==> src/rtl/ext_pkg.sv <==
`default_nettype none
// +------------------------------------------------------------------------+
// | Package : ext_pkg                                                       |
// | Purpose : Shared mode encodings for the immediate / load-data extension |
// |           unit (imm_ext_pipe). Mode 7 is intentionally left unnamed:    |
// |           it is the illegal encoding and is flagged via out_err.        |
// | Rev     : 1.0  initial release                                          |
// +------------------------------------------------------------------------+
package ext_pkg;

  localparam int EXT_MODE_W = 3;

  typedef enum logic [EXT_MODE_W-1:0] {
    EXT_SEXT   = 3'd0,  // sign-extend full IN_W input
    EXT_ZEXT   = 3'd1,  // zero-extend full IN_W input
    EXT_UPPER  = 3'd2,  // LUI-style: input placed in the top bits
    EXT_SEXT_B = 3'd3,  // sign-extend byte
    EXT_ZEXT_B = 3'd4,  // zero-extend byte
    EXT_SEXT_H = 3'd5,  // sign-extend halfword
    EXT_ZEXT_H = 3'd6   // zero-extend halfword
  } ext_mode_e;

endpackage : ext_pkg
`default_nettype wire

==> src/rtl/ext_skid_buf.sv <==
`default_nettype none
// +------------------------------------------------------------------------+
// | Module  : ext_skid_buf                                                  |
// | Purpose : Generic 2-entry valid/ready register slice. One output        |
// |           register plus one skid register give full throughput while   |
// |           keeping in_ready a pure function of registered state.         |
// | Ports   : clk, rst_n (async, active low)                                |
// |           in_valid / in_ready / in_payload   - upstream side            |
// |           out_valid / out_ready / out_payload - downstream side         |
// | Rev     : 1.0  initial release                                          |
// +------------------------------------------------------------------------+
module ext_skid_buf #(
  parameter int WIDTH = 33
) (
  input  logic             clk,
  input  logic             rst_n,
  input  logic             in_valid,
  output logic             in_ready,
  input  logic [WIDTH-1:0] in_payload,
  output logic             out_valid,
  input  logic             out_ready,
  output logic [WIDTH-1:0] out_payload
);

  logic             out_valid_q, out_valid_d;
  logic [WIDTH-1:0] out_payload_q, out_payload_d;
  logic             skid_full_q, skid_full_d;
  logic [WIDTH-1:0] skid_payload_q, skid_payload_d;

  logic accept;
  logic transfer;

  // in_ready only looks at the skid flag, so there is no combinational
  // path from out_ready to in_ready.
  assign in_ready    = ~skid_full_q;
  assign accept      = in_valid & in_ready;
  assign transfer    = out_valid_q & out_ready;
  assign out_valid   = out_valid_q;
  assign out_payload = out_payload_q;

  always_comb begin
    out_valid_d    = out_valid_q;
    out_payload_d  = out_payload_q;
    skid_full_d    = skid_full_q;
    skid_payload_d = skid_payload_q;

    if (!out_valid_q || transfer) begin
      // Output register is free this edge.
      if (skid_full_q) begin
        // Oldest waiting entry lives in the skid; accept is impossible
        // here because in_ready is low while the skid is full.
        out_valid_d   = 1'b1;
        out_payload_d = skid_payload_q;
        skid_full_d   = 1'b0;
      end else begin
        out_valid_d = accept;
        if (accept) begin
          out_payload_d = in_payload;
        end
      end
    end else if (accept) begin
      // Output stalled: park the new entry in the skid.
      skid_full_d    = 1'b1;
      skid_payload_d = in_payload;
    end
  end

  always_ff @(posedge clk or negedge rst_n) begin
    if (!rst_n) begin
      out_valid_q    <= 1'b0;
      out_payload_q  <= '0;
      skid_full_q    <= 1'b0;
      skid_payload_q <= '0;
    end else begin
      out_valid_q    <= out_valid_d;
      out_payload_q  <= out_payload_d;
      skid_full_q    <= skid_full_d;
      skid_payload_q <= skid_payload_d;
    end
  end

endmodule : ext_skid_buf
`default_nettype wire

==> src/rtl/imm_ext_pipe.sv <==
`default_nettype none
// +------------------------------------------------------------------------+
// | Module  : imm_ext_pipe                                                  |
// | Purpose : Registered immediate / load-data extension unit. Computes the |
// |           sign/zero/upper/byte/halfword extension combinationally and   |
// |           passes {err, data} through a 2-entry skid slice.              |
// | Ports   : clk, rst_n (async, active low)                                |
// |           in_valid, in_ready, in_mode[2:0], in_data[IN_W-1:0]           |
// |           out_valid, out_ready, out_data[OUT_W-1:0], out_err            |
// | Rev     : 1.0  initial release                                          |
// +------------------------------------------------------------------------+
module imm_ext_pipe
  import ext_pkg::*;
#(
  parameter int IN_W  = 16,
  parameter int OUT_W = 32
) (
  input  logic                  clk,
  input  logic                  rst_n,
  input  logic                  in_valid,
  output logic                  in_ready,
  input  logic [EXT_MODE_W-1:0] in_mode,
  input  logic [IN_W-1:0]       in_data,
  output logic                  out_valid,
  input  logic                  out_ready,
  output logic [OUT_W-1:0]      out_data,
  output logic                  out_err
);

  localparam int PAY_W = OUT_W + 1;

  logic [OUT_W-1:0] ext_data;
  logic             ext_err;
  logic [PAY_W-1:0] out_payload;

  always_comb begin
    ext_data = '0;
    ext_err  = 1'b0;
    case (in_mode)
      EXT_SEXT:   ext_data = {{(OUT_W-IN_W){in_data[IN_W-1]}}, in_data};
      EXT_ZEXT:   ext_data = {{(OUT_W-IN_W){1'b0}}, in_data};
      EXT_UPPER:  ext_data = {in_data, {(OUT_W-IN_W){1'b0}}};
      EXT_SEXT_B: ext_data = {{(OUT_W-8){in_data[7]}}, in_data[7:0]};
      EXT_ZEXT_B: ext_data = {{(OUT_W-8){1'b0}}, in_data[7:0]};
      EXT_SEXT_H: ext_data = {{(OUT_W-16){in_data[15]}}, in_data[15:0]};
      EXT_ZEXT_H: ext_data = {{(OUT_W-16){1'b0}}, in_data[15:0]};
      default: begin
        // Illegal mode: zero data, flag the error alongside the result.
        ext_data = '0;
        ext_err  = 1'b1;
      end
    endcase
  end

  ext_skid_buf #(
    .WIDTH(PAY_W)
  ) u_skid (
    .clk         (clk),
    .rst_n       (rst_n),
    .in_valid    (in_valid),
    .in_ready    (in_ready),
    .in_payload  ({ext_err, ext_data}),
    .out_valid   (out_valid),
    .out_ready   (out_ready),
    .out_payload (out_payload)
  );

  assign out_err  = out_payload[OUT_W];
  assign out_data = out_payload[OUT_W-1:0];

endmodule : imm_ext_pipe
`default_nettype wire

==> config.mk <==
export PLATFORM = sky130hd
export DESIGN_NAME = imm_ext_pipe
export DESIGN_NICKNAME = d
export VERILOG_FILES = /design/src/rtl/ext_pkg.sv /design/src/rtl/ext_skid_buf.sv /design/src/rtl/imm_ext_pipe.sv
export SDC_FILE = /design/constraint.sdc
export NUM_CORES = 1
export LEC_CHECK = 0
export ABC_CLOCK_PERIOD_IN_PS = 2050
export CAP_MARGIN = 20
export CORE_ASPECT_RATIO = 0.9
export CORE_MARGIN = 3
export CORE_UTILIZATION = 40
export CTS_CLUSTER_DIAMETER = 150
export DETAILED_ROUTE_END_ITERATION = 8
export GPL_TIMING_DRIVEN = 0
export PLACE_DENSITY = 0.74
export SYNTH_ARGS = -nofsm -noshare
export SYNTH_HDL_FRONTEND = slang
export SYNTH_SLANG_ARGS = --single-unit
export TNS_END_PERCENT = 100
==> constraint.sdc <==
create_clock -name clk -period 2.05 [get_ports clk]
set_input_delay 0.615 -clock clk [delete_from_list [all_inputs] [get_ports clk]]
set_output_delay 0.615 -clock clk [all_outputs]
set_load 0.005 [all_outputs]
==> flow_summary.json, run 1 <==
{
  "status": "completed",
  "worst-path-max-fanout": 10,
  "drtIter0Drc": 240,
  "htree_levels": 3,
  "grt-ovfl-total": 0,
  "drc": 0,
  "syn_inst": 368,
  "total_power_mw": 3.80,
  "maxCapViolations": 0,
  "period_needed_ps": 2010,
  "utilization": 0.547,
  "rsz0062_at_grt": "no",
  "drive_gt1_frac": 0.142,
  "synth_seq_cells": 68,
  "whs_ps": 361,
  "dp_hpwl_microns": 6540,
  "yosysWarnings": 0,
  "start_util": 0.424,
  "nNetsFinal": 461,
  "stdcell_count": 539,
  "insertion_delay_ps": 350,
  "rows": 30,
  "final-max-slew-violation-count": 0,
  "totalWireLength_microns": 9100,
  "grt_first_pass_wirelength_microns": 15100,
  "ys_types": 33,
  "dieArea_sq_um": 9360,
  "cts_hold_buffers": 0,
  "max_freq_mhz": 497,
  "ios": 58,
  "num_vias": 3043,
  "crit_arrival_ps": 2240,
  "die_width_microns": 102,
  "cts.sinks": 68,
  "relSlewSlack": 0.426,
  "p_leak_nw": 1.80,
  "place_ws_ps": -399,
  "worst_pin_slew_ps": 862,
  "cts_buffers": 9,
  "worstSetupStartpointType": "input pin",
  "clock_path_buffers": 2,
  "worstSetupPathType": "input pin to register",
  "p_per_area_nw_per_um2": 895,
  "diodes": 0,
  "antenna_found_initial": 0,
  "clockRootBuffer": "clkbuf_8",
  "fin_crit_sh": 0.982,
  "stdcell_area_sq_um": 4250,
  "final.setup_skew_ps": 4.47,
  "wl_per_cell_microns": 16.9,
  "track_usage": 0.208,
  "ys_seq_area_frac": 0.517,
  "cts.clk_slew.worst_paths_ps": 80,
  "synth_area_per_cell_sq_um": 8.95,
  "grt_pass1_vias": 3019,
  "crit_path_top_delay_cell": "clkdlybuf4s50_1",
  "grt_max_degree": 69,
  "finalSetupTns_ps": 0,
  "gp_congestion": 0.874,
  "ant_nets": 0,
  "final_common_cell": "nand2_1",
  "setup_ws_ps": 36.7,
  "crit_chain": "clkdlybuf4s50_1 > buf_4 > nor2b_4 > buf_6 > nor2_1 > a311oi_2 > o211ai_1",
  "hold_class": "input pin to asynchronous set/reset pin",
  "core_sq_um": 7770,
  "cts_tree": "done",
  "vias_per_cell": 5.65,
  "crit_path_end_kind": "register",
  "finalSetupViolCount": 0,
  "hold_violations": 0,
  "placed_cell_area_sq_um": 3980,
  "syn_nets": 391,
  "vdd_drop_max_v": 0.000574,
  "io_buffers": 57,
  "syn_area_sq_um": 3290,
  "areaGrowthSynthToFinish_pct": 28.9,
  "die_h_microns": 92.1,
  "place_inst": 521,
  "mostFrequentLayoutCells": "nand2_1, dfrtp_1, o21ai_0",
  "critPathRequiredTime_ps": 2270,
  "slowest_delay_ps": 480,
  "dr.pass1.iters": 5
}
-- critical path: cells and delay by family --
family / cells / cell delay (ps)
simple gates: 2 / 260
compound gates: 2 / 480
buf+inv: 3 / 880
-- power by group --
group	switching, mW	internal [mW]	total, mW
logic	0.449	0.457	0.906
clock network	0.540	0.627	1.17
registers	0.139	1.59	1.73
total	1.13	2.67	3.80
-- kinds of logic (layout without fill, tap and decap cells) --
group | Yosys count | in the layout | share of synthesized area
AOI/OAI and AO/OA | 118 | 118 | 0.218
and+or+nand+nor | 133 | 133 | 0.189
buffers and inverters | 47 | 122 | 0.0687
DFF | 68 | 68 | 0.517
xor gates and xnor gates | 2 | 2 | 0.00760
-- layer usage --
| layer | GRT usage | part of all wire |
|---|---|---|
| met1 | 0.289 | 0.45 |
| met2 | 0.320 | 0.47 |
| met3 | 0.0548 | 0.070 |
| met4 | 0.0576 | 0.0085 |
| met5 | 0 | 0 |
-- sequential cells by signal, summed over array words and instances, names as in the netlist --
| register | flops |
|---|---|
| u_skid.skid_payload_q | 33 |
| u_skid.out_valid | 1 |
| u_skid.skid_full_q | 1 |
| u_skid.out_payload | 33 |
-- layout make-up --
cell class	instances	area, sq um
Inverter	17	63.8
Clock inverter	5	60.1
Buffer	30	179
Multi-Input combinational cell	253	1390
Tap cell	96	120
Clock buffer	11	151
Fill cell	714	3520
Sequential cell	68	1700
Timing Repair Buffer	59	584
-- synth_stat cells --
library cell | instances | area share
inv_2 | 1 | 0.0011
xnor2_1 | 1 | 0.0027
nor2_1 | 5 | 0.0057
a21boi_0 | 1 | 0.0023
dfrtp_1 | 68 | 0.52
o211ai_1 | 24 | 0.055
nor4_2 | 1 | 0.0038
nor3_1 | 13 | 0.020
nor2b_4 | 1 | 0.0042
o21ai_1 | 17 | 0.026
nor2_4 | 1 | 0.0034
nand3_1 | 27 | 0.041
clkbuf_1 | 12 | 0.014
a211oi_2 | 2 | 0.0076
nand2_1 | 69 | 0.079
a21oi_1 | 6 | 0.0091
nand3b_1 | 1 | 0.0023
a311oi_2 | 1 | 0.0046
buf_2 | 10 | 0.015
nor2_2 | 1 | 0.0019
o21ai_0 | 55 | 0.084
nor4_1 | 5 | 0.0095
a21oi_2 | 10 | 0.027
and4_4 | 1 | 0.0034
o21a_1 | 1 | 0.0023
buf_4 | 2 | 0.0046
a31oi_1 | 1 | 0.0019
buf_1 | 2 | 0.0023
nand2b_1 | 2 | 0.0038
and3_1 | 6 | 0.011
buf_6 | 4 | 0.014
xor2_2 | 1 | 0.0049
inv_1 | 16 | 0.018
-- timing repair --
action | in CTS | in global routing
gates resized for setup | 4 | 15
setup endpoints to repair | 7 | 60
buffers inserted | 0 | 2
-- path summary, 6_finish.rpt --
check | startpoint | to | slack [ps] | depth (start not counted)
max in group asynchronous | rst_n | u_skid.out_payload[22] | 1120 | 1
min | rst_n | u_skid.out_payload[12] | 360 | 1
max reg2reg | u_skid.skid_full_q | u_skid.out_payload[31] | 370 | 5
min reg2reg | u_skid.skid_payload_q[25] | u_skid.skid_payload_q[25] | 490 | 2
max | in_mode[0] | u_skid.out_payload[15] | 40 | 7
min in group clk | u_skid.skid_payload_q[25] | u_skid.skid_payload_q[25] | 490 | 2
Note: power is estimated with default switching activity, not from simulation.
==> run 2, diff against run 1 <==
--- a/config.mk
+++ b/config.mk
@@ -13,7 +13,7 @@
 export CTS_CLUSTER_DIAMETER = 150
 export DETAILED_ROUTE_END_ITERATION = 8
 export GPL_TIMING_DRIVEN = 0
-export PLACE_DENSITY = 0.74
+export PLACE_DENSITY = 0.67
 export SYNTH_ARGS = -nofsm -noshare
 export SYNTH_HDL_FRONTEND = slang
 export SYNTH_SLANG_ARGS = --single-unit
==> run 2 against run 1 <==
Net effect: fmax up 1.0%; largest power group unchanged; clock power increased by 15%; sequential share of layout area fell by 0.32 points; final cell count fell by 0.19%; global-route usage fell by 0.26 points.
==> flow_summary.json, run 2 (same netlist as run 1, synthesis figures left out) <==
{
  "num_vias": 3013,
  "track_usage": 0.206,
  "clockRootBuffer": "clkbuf_8",
  "whs_ps": 365,
  "status": "completed",
  "reg2reg_to": "u_skid.out_payload[2]",
  "finalSetupViolCount": 0,
  "relSlewSlack": 0.437,
  "rows": 30,
  "rsz0062_at_grt": "no",
  "cts.sinks": 68,
  "grt_first_pass_wirelength_microns": 15000,
  "dp_hpwl_microns": 6390,
  "rr_worst_depth": 5,
  "final-max-slew-violation-count": 0,
  "antenna_found_initial": 0,
  "n_fill_cell": 706,
  "diodes": 0,
  "finalSetupTns_ps": 0,
  "r2r_start": "u_skid.skid_full_q",
  "crit_arrival_ps": 2220,
  "grt_pass1_vias": 2890,
  "vdd_drop_max_v": 0.000506,
  "total_power_mw": 3.96,
  "final.setup_skew_ps": 7.37,
  "dieArea_sq_um": 9360,
  "cts_tree": "done",
  "grt-ovfl-total": 0,
  "hold_violations": 0,
  "worst-path-max-fanout": 10,
  "totalWireLength_microns": 9080,
  "hold_class": "input pin to asynchronous set/reset pin",
  "mostFrequentLayoutCells": "nand2_1, dfrtp_1, o21ai_0",
  "wl_per_cell_microns": 16.9,
  "start_util": 0.424,
  "core_sq_um": 7770,
  "p_per_area_nw_per_um2": 926,
  "vias_per_cell": 5.60,
  "period_needed_ps": 1990,
  "die_h_microns": 92.1,
  "fin_crit_sh": 0.972,
  "worstSetupStartpointType": "input pin",
  "critPathRequiredTime_ps": 2280,
  "io_buffers": 57,
  "drive_gt1_frac": 0.138,
  "p_leak_nw": 1.83,
  "insertion_delay_ps": 360,
  "maxCapViolations": 0,
  "cts_buffers": 9,
  "drtIter0Drc": 183,
  "crit_path_end_kind": "register",
  "dr.pass1.iters": 4,
  "ant_nets": 0,
  "gp_congestion": 0.856,
  "ios": 58,
  "reg2reg_slack_ps": 380,
  "die_width_microns": 102,
  "worstSetupPathType": "input pin to register",
  "drc": 0,
  "nNetsFinal": 460,
  "final_common_cell": "nand2_1",
  "clock_path_buffers": 2,
  "cts_hold_buffers": 0,
  "grt_max_degree": 69,
  "cts.clk_slew.worst_paths_ps": 80,
  "worst_pin_slew_ps": 844,
  "max_freq_mhz": 502,
  "htree_levels": 3,
  "areaGrowthSynthToFinish_pct": 30.0
}
run 2: cell types whose count changed in the layout (fill, tap and decap cells not counted):
cell / change
clkinvlp_4: -4
buf_4: -2
bufinv_16: +2
clkbuf_8: -2
clkinv_4: +2
buf_12: +1
clkbuf_1: +1
clkinv_2: +1
run 2: layer usage:
layer	routed length, microns	global-route usage	share of wire
met5	0	0	0
met2	4020	0.295	0.44
met1	4210	0.308	0.46
met3	712	0.0517	0.078
met4	129	0.0520	0.014
run 2: report_power, final:
part	internal, mW	total (mW)	leakage (nW)	switching [mW]
sequential	1.59	1.72	0.880	0.129
combinational	0.459	0.909	0.830	0.450
clock	0.810	1.34	0.120	0.526
total	2.86	3.96	1.83	1.10
run 2: how the worst max path moves through the flow:
stage | startpoint | end | slack, ps | depth (start not counted)
final | in_mode[0] | u_skid.out_payload[15] | 60 | 7
after global routing | in_mode[0] | u_skid.out_payload[11] | 20 | 7
after CTS | in_mode[2] | u_skid.out_payload[15] | 4 | 6
after detailed placement | in_mode[0] | u_skid.out_payload[22] | -420 | 7
after global placement | rst_n | u_skid.skid_payload_q[11] | -1960 | 1
after floorplan | in_mode[0] | u_skid.out_payload[20] | 400 | 6
run 2: layout make-up:
cell class                 count  area, sq um  area share
buffer                        30          179      0.0418
clock buffer                  10          128      0.0298
inverter                      17         63.8      0.0149
tap                           96          120      0.0281
timing repair buffer          58          589       0.138
multi-input combinational    253         1390       0.324
clock inverter                 6          113      0.0263
sequential                    68         1700       0.397
run 2: metrics by stage:
stage	std cells	worst slack, ps	cell area, sq um	utilization
floorplan	368	405	3290	-
global placement	521	-1960	3990	0.513
detailed placement	521	-416	3980	0.513
CTS	537	4.19	4250	0.547
global route	538	16.2	4280	0.551
finish	538	56.8	4280	0.551
run 2: critical path: stages:
cell and delay, ps:
clkdlybuf4s50_1 490, buf_4 230, nor2b_4 180, buf_6 160, nor2_1 60, a311oi_2 350
o211ai_1 130
run 2: what timing repair did:
action | 4_1_cts | 5_1_grt
gates resized for setup | 6 | 13
setup buffers | 0 | 1
gates cloned | 0 | 0
endpoints found under the setup margin | 21 | 56
==> run 3, diff against run 2 <==
--- a/config.mk
+++ b/config.mk
@@ -8,12 +8,12 @@
 export ABC_CLOCK_PERIOD_IN_PS = 2050
 export CAP_MARGIN = 20
 export CORE_ASPECT_RATIO = 0.9
-export CORE_MARGIN = 3
+export CORE_MARGIN = 2
 export CORE_UTILIZATION = 40
 export CTS_CLUSTER_DIAMETER = 150
 export DETAILED_ROUTE_END_ITERATION = 8
-export GPL_TIMING_DRIVEN = 0
 export PLACE_DENSITY = 0.67
+export RECOVER_POWER = 100
 export SYNTH_ARGS = -nofsm -noshare
 export SYNTH_HDL_FRONTEND = slang
 export SYNTH_SLANG_ARGS = --single-unit
==> run 3 against run 2 <==
Net effect: the run now ends with capacitance limit, slew limit left; critical path depth shrank 2; final area down 2.4%; final cell count fell by 1.1%; fmax grew 0.54%; register-to-register slack improved by 140 ps.
==> flow_summary.json, run 3 (same netlist as run 1, synthesis figures left out) <==
{
  "crit_path_end_kind": "register",
  "worst-path-max-fanout": 16,
  "reg2reg_slack_ps": 520,
  "final-max-slew-violation-count": 69,
  "areaGrowthSynthToFinish_pct": 26.9,
  "totalWireLength_microns": 8520,
  "p_leak_nw": 1.85,
  "clockRootBuffer": "clkbuf_8",
  "place_inst": 517,
  "htree_levels": 3,
  "hold_violations": 0,
  "dr.pass1.iters": 4,
  "dp_hpwl_microns": 5690,
  "die_width_microns": 99.7,
  "r2r_start": "u_skid.skid_full_q",
  "crit_chain": "dlygate4sd3_1 > clkbuf_2 > and4_4 > nor4_1 > o21ai_0",
  "worstSetupStartpointType": "input pin",
  "stdcell_count": 532,
  "cts_tree": "done",
  "cts.clk_slew.worst_paths_ps": 70,
  "clock_path_buffers": 2,
  "relSlewSlack": -0.0206,
  "total_power_mw": 3.63,
  "drc": 0,
  "rsz0062_at_grt": "no",
  "final_common_cell": "nand2_1",
  "wl_met3_microns": 330,
  "maxCapViolations": 1,
  "top_layer": "met4",
  "critPathRequiredTime_ps": 2300,
  "antenna_found_initial": 0,
  "die_h_microns": 90.1,
  "cts_buffers": 9,
  "grt_pass1_vias": 2828,
  "fin_crit_sh": 0.967,
  "wl_per_cell_microns": 16.0,
  "p_per_area_nw_per_um2": 869,
  "grt_first_pass_wirelength_microns": 14300,
  "finalSetupTns_ps": 0,
  "violations": "capacitance limit, slew limit",
  "worst_pin_slew_ps": 1530,
  "period_needed_ps": 1980,
  "start_util": 0.410,
  "diodes": 0,
  "grt-ovfl-total": 0,
  "gp_congestion": 0.812,
  "worstSetupPathType": "input pin to register",
  "max_freq_mhz": 504,
  "finalSetupViolCount": 0,
  "n_fill_cell": 757,
  "nNetsFinal": 452,
  "hold_depth": 2,
  "insertion_delay_ps": 340,
  "cts_setup_buffers": 0,
  "hold_class": "register to register",
  "vias_per_cell": 5.41,
  "crit_end": "u_skid.out_payload[11]",
  "status": "finished, violations left",
  "reg2reg_to": "u_skid.out_payload[26]",
  "ios": 58,
  "drtIter0Drc": 131,
  "grt_max_degree": 69,
  "crit_path_top_delay_cell": "dlygate4sd3_1",
  "ant_nets": 0,
  "track_usage": 0.201,
  "drive_gt1_frac": 0.120,
  "io_buffers": 57,
  "dr_wl_met2_microns": 3890,
  "rows": 31,
  "dieArea_sq_um": 8980,
  "core_sq_um": 8030,
  "vdd_drop_max_v": 0.000427,
  "utilization": 0.521,
  "mostFrequentLayoutCells": "nand2_1, dfrtp_1, o21ai_0",
  "rr_worst_depth": 5,
  "slowest_delay_ps": 590,
  "crit_start": "in_mode[1]",
  "num_vias": 2878,
  "cts.sinks": 68,
  "final.setup_skew_ps": 7.73,
  "crit_arrival_ps": 2230,
  "wl_met1_microns": 4220
}
## run 3: cell count changes in the layout (fill, tap and decap cells not counted), moves of 3 or more
| cell | before | now |
|---|---|---|
| buf_2 | 10 | 2 |
| buf_6 | 4 | 1 |
| buf_4 | 3 | 15 |
| o21ai_1 | 16 | 5 |
| clkdlybuf4s50_1 | 54 | 21 |
| dlygate4sd3_1 | 0 | 35 |
| a21oi_2 | 10 | 6 |
| a21oi_1 | 6 | 10 |
| clkbuf_1 | 7 | 3 |
| o21ai_0 | 55 | 66 |
## run 3: how the worst min path moves through the flow
| stage | slack [ps] | to | start |
|---|---|---|---|
| 2_1_floorplan | 320 | u_skid.out_payload[0] | rst_n |
| 5_1_grt | 510 | u_skid.skid_payload_q[6] | u_skid.skid_payload_q[6] |
| 3_5_place_dp | 460 | u_skid.skid_payload_q[10] | u_skid.skid_payload_q[10] |
| 6_report | 480 | u_skid.skid_payload_q[10] | u_skid.skid_payload_q[10] |
| 3_3_place_gp | 460 | u_skid.skid_payload_q[8] | u_skid.skid_payload_q[8] |
| 4_1_cts | 310 | u_skid.skid_payload_q[4] | rst_n |
## run 3: final cells by class
cell class | instances | area [sq um] | area share
Sequential cell | 68 | 1700 | 0.407
Clock buffer | 13 | 149 | 0.0356
Multi-Input combinational cell | 253 | 1350 | 0.324
Timing Repair Buffer | 80 | 754 | 0.180
Inverter | 17 | 63.8 | 0.0153
Tap cell | 99 | 124 | 0.0296
Clock inverter | 2 | 35.0 | 0.00838
## run 3: through the flow
stage          hold WS, ps  instance area, sq um  setup WS, ps
2_1_floorplan          319                  3290           405
3_3_place_gp           456                  4050          -315
3_5_place_dp           465                  4050          -348
4_1_cts                309                  4230          9.27
5_1_grt                509                  4180          10.2
6_report               478                  4180          67.6
## run 3: layer usage
metal	global-route usage	vias to the layer above
li1	-	1408
met1	0.296	1392
met2	0.297	71
met3	0.0575	7
met4	0.0400	0
met5	0	-
## run 3: power by group
group	switching, mW	internal, mW	leakage, nW
Clock	0.487	0.589	0.0935
Combinational	0.424	0.410	0.880
Sequential	0.132	1.59	0.880
Total	1.04	2.59	1.85
## run 3: what timing repair did
action / in CTS / in global routing
hold buffers: 0 / 0
gates resized for setup: 0 / 1
endpoints found under the setup margin: 0 / 17
## run 3: critical path, delay by kind of cell
kind                   cells  cell delay [ps]
AOI/OAI and AO/OA          1              200
and+or+nand+nor            2              510
buffers and inverters      2              910
